## src/rtl/cpu_sequencer.sv

```systemverilog
// cpu_sequencer: instruction-cycle sequencer feeding current_state to control.
// Ports: clk, reset, run, step, imem_ack, out_valid, out_ready in.
// Outputs: current_state, imem_req, stall, halted, instr_count, fetch_err.
module cpu_sequencer #(
    parameter int CNT_W         = 16,
    parameter int FETCH_TIMEOUT = 15
) (
    input  logic             clk,
    input  logic             reset,
    input  logic             run,
    input  logic             step,
    input  logic             imem_ack,
    input  logic             out_valid,
    input  logic             out_ready,
    output logic [2:0]       current_state,
    output logic             imem_req,
    output logic             stall,
    output logic             halted,
    output logic [CNT_W-1:0] instr_count,
    output logic             fetch_err
);

    localparam int WAIT_W = $clog2(FETCH_TIMEOUT + 1);

    localparam logic [2:0] S_RESET = 3'd0;
    localparam logic [2:0] S_FETCH = 3'd1;
    localparam logic [2:0] S_READ  = 3'd2;
    localparam logic [2:0] S_EXEC  = 3'd3;
    localparam logic [2:0] S_WB    = 3'd4;

    localparam logic [WAIT_W-1:0] WAIT_LAST = WAIT_W'(FETCH_TIMEOUT - 1);

    logic [2:0]        state_q, state_d;
    logic [CNT_W-1:0]  count_q, count_d;
    logic              err_q, err_d;
    logic [WAIT_W-1:0] wait_q, wait_d;

    assign imem_req      = (state_q == S_FETCH);
    assign halted        = (state_q == S_RESET);
    assign stall         = (state_q == S_EXEC) && out_valid && !out_ready;
    assign current_state = state_q;
    assign instr_count   = count_q;
    assign fetch_err     = err_q;

    always_comb begin
        state_d = state_q;
        count_d = count_q;
        err_d   = err_q;
        // Zero outside FETCH so every fetch starts counting from zero.
        wait_d  = '0;
        case (state_q)
            S_RESET: begin
                if (!err_q && (run || step))
                    state_d = S_FETCH;
            end
            S_FETCH: begin
                // Ack takes priority over a timeout in the same cycle.
                if (imem_ack) begin
                    state_d = S_READ;
                end else if (wait_q == WAIT_LAST) begin
                    err_d   = 1'b1;
                    state_d = S_RESET;
                end else begin
                    wait_d = wait_q + 1'b1;
                end
            end
            S_READ: begin
                state_d = S_EXEC;
            end
            S_EXEC: begin
                if (!stall)
                    state_d = S_WB;
            end
            S_WB: begin
                count_d = count_q + 1'b1;
                state_d = run ? S_FETCH : S_RESET;
            end
            default: begin
                state_d = S_RESET;
            end
        endcase
    end

    always_ff @(posedge clk or posedge reset) begin
        if (reset) begin
            state_q <= S_RESET;
            count_q <= '0;
            err_q   <= 1'b0;
            wait_q  <= '0;
        end else begin
            state_q <= state_d;
            count_q <= count_d;
            err_q   <= err_d;
            wait_q  <= wait_d;
        end
    end

endmodule

```

## config.mk

```make
export PLATFORM = sky130hd
export DESIGN_NAME = cpu_sequencer
export DESIGN_NICKNAME = d
export VERILOG_FILES = /design/src/rtl/cpu_sequencer.sv
export SDC_FILE = /design/constraint.sdc
export NUM_CORES = 1
export LEC_CHECK = 0
export BUFFER_PORTS_ARGS = -buffer_cell sky130_fd_sc_hd__buf_2
export CORE_MARGIN = 1.5
export CORE_UTILIZATION = 33
export DETAILED_ROUTE_END_ITERATION = 10
export GPL_ROUTABILITY_DRIVEN = 0
export PLACE_DENSITY_LB_ADDON = 0.2
export SKIP_LAST_GASP = 1
export SYNTH_ARGS = -nofsm -noshare
export SYNTH_HDL_FRONTEND = slang
export SYNTH_SLANG_ARGS = --single-unit
export TNS_END_PERCENT = 50
```

## constraint.sdc

```tcl
create_clock -name clk -period 1.4 [get_ports clk]
set_input_delay 0.42 -clock clk [delete_from_list [all_inputs] [get_ports clk]]
set_output_delay 0.42 -clock clk [all_outputs]
set_load 0.05 [all_outputs]
```

==> metrics <==
area added between synthesis and finish 56.4%; Routed WL 2560 um; Worst setup SP type flop; Post-Syn Area 1170 um^2; IO Pins 30; GR Overflow Total 0; crit path max fanout 7; final setup margin -0.314 ns; average cell area after synthesis 12.2 um^2; Final HPWL DP 1740 um; commonest cells after routing, fill and taps aside buf_4, buf_2, dfrtp_1; syn nets 106; Clock Tree Buf Depth 2; Via Count 942; post-synth cell types 34; first-pass GRT wire length 4450 um; Yosys top cell by area dfrtp_1; DRC 0; Die ar. 3920 um^2; ratio of cells with drive above 1 in the final layout 0.586; Pwr Density 1570 nW/um^2; core area 3360 um^2; ant diodes 0; # setup viols final 35; ANT nets after route 0; Hold Path Class in -> async; H-tree levels 1; Fin. Hold Viols 0; drt initial violations 12; Die Wd 62.6 um; Clk Latency, worst-skew pair 0.30 ns; number of global-route vias before repair 1010; Root Buffer clkbuf_4; kind of critical path reg -> out; RSZ-0062 raised after global routing true; Syn. warnings 0; CTS Sinks 24; CP Capture Type primary output; initial antenna violation count 0; relative slew slack 0.792; TritonCTS clock tree built; WP data required 0.98 ns; Core Rows 21; FMAX 583 MHz; Max Slew Vio Count 0; crit path DAT 1.29 ns; mean routed wirelength per cell 12.6 um; status finished with violations; Initial Util 0.349; worst-margin pin slew 0.312 ns; Synth Register Bits 24; Clock Skew 0.000823 ns; Worst VDD drop 1.30 mV; Vias/cell 4.64; die extent in y 62.6 um; top cells by area, synth dfrtp_1, xnor2_1, ha_1; post-synth top area share 0.512; Tmin final 1.71 ns; crit share post-route 1.22; Max-cap violations 0; Reg clk slew, reported paths 0.13 ns; Cells after Synth 96; GR Util All Layers 0.145; post-synthesis sequential area ratio 0.512; first-pass iteration count of the detailed router 4; cell leakage power 0.907 nW; most common cell after layout, fill and taps aside buf_4; R2R setup slack -0.26 ns; setup tns final -4.44 ns; total clock buffers created by CTS 3; port bufs 29; Power Total 2.87 mW; largest net degree at the start of global routing 25; Nets 168; failing checks negative setup slack
==> worst max-delay path, stage by stage (launching register included) <==
cell	delay, ns
dfrtp_4	0.51
inv_2	0.07
nor4b_4	0.22
buf_6	0.19
==> sequential cells by signal, indices dropped and copies added, names as in the netlist <==
register	count
current_state	3
fetch_err	1
instr_count	16
wait_q	4
==> synth_stat cells <==
cell type and n:
nor3_2 1, nor3b_1 1, a21boi_0 1, nand3_2 3, nor3_1 1, nor3b_4 1
nand2_1 6, o21ai_0 1, nor2_1 5, xnor2_1 11, o32a_1 1, nand4b_1 1
a22oi_2 1, a21oi_1 4, mux2_2 1, nand3_1 2, nand4_1 4, nor3_4 1
mux2i_1 1, nand4_4 1, a311oi_1 1, xor2_1 3, inv_1 4, nor4b_1 1
nand2b_1 2, buf_6 1, dfrtp_1 24, and4b_1 1, nand2b_4 1, o21bai_1 2
xnor2_2 1, and3_1 3, ha_1 3, and4_4 1
==> per-stage QoR <==
stage	util	instances	setup WS (ns)	hold WS [ns]	area (um^2)
6_report	0.545	203	-0.314	0.137	1830
5_1_grt	0.545	203	-0.388	0.146	1830
4_1_cts	0.531	200	-0.343	0.131	1780
3_5_place_dp	0.458	184	-0.226	0.468	1540
3_3_place_gp	0.458	184	-0.216	0.455	1540
2_1_floorplan	-	96	-0.311	0.434	1230
==> routing by layer <==
| metal | vias up | routed length, um | track usage |
|---|---|---|---|
| li1 | 458 | - | - |
| met1 | 457 | 1140 | 0.181 |
| met2 | 25 | 1300 | 0.247 |
| met3 | 2 | 93 | 0.0234 |
| met4 | 0 | 19 | 0.0611 |
| met5 | - | 0 | 0 |
==> power by group <==
group / switching (mW) / leakage, nW / total, mW / internal, mW
logic: 0.789 / 0.572 / 1.53 / 0.744
clock network: 0.197 / 0.0210 / 0.356 / 0.159
registers: 0.170 / 0.314 / 0.981 / 0.811
==> logic make-up (layout without fill, tap and decap cells) <==
kind of cell / count (synthesis) / count (layout) / synth area share
simple gates: 36 / 36 / 0.229
buf+inv: 5 / 66 / 0.0224
flops: 24 / 24 / 0.512
mux: 2 / 2 / 0.0181
xor+xnor: 15 / 15 / 0.118
fa+ha+maj: 3 / 3 / 0.0320
compound gates: 11 / 11 / 0.0672
==> path summary, 6_finish.rpt <==
kind	from	end	depth (start not counted)
worst min register to register	instr_count[15]$_DFFE_PP0N_	instr_count[15]$_DFFE_PP0N_	1
min in group clk	step	current_state[0]$_DFFE_PP0P_	3
worst max register to register	current_state[1]$_DFFE_PP0P_	instr_count[8]$_DFFE_PP0N_	6
worst max-delay path	current_state[1]$_DFFE_PP0P_	stall	3
worst min-delay path	reset	instr_count[8]$_DFFE_PP0N_	3
max in group asynchronous	reset	current_state[0]$_DFFE_PP0P_	3
==> area by class of cell <==
type                       count  area, um^2
tap                           46        57.6
timing repair buffer          58         490
clock buffer                   4        36.3
inverter                       4        15.0
sequential                    24         616
multi-input combinational     67         618
fill                         337        1530
==> what timing repair did <==
item | 4_1_cts | 5_1_grt
gates cloned | 0 | 0
pin swaps | 5 | 3
setup endpoints to repair | 36 | 38
resized for setup | 34 | 6
setup buffers | 13 | 4
hold buffers | 0 | 0
No activity file was read; power rests on OpenSTA's default activity.
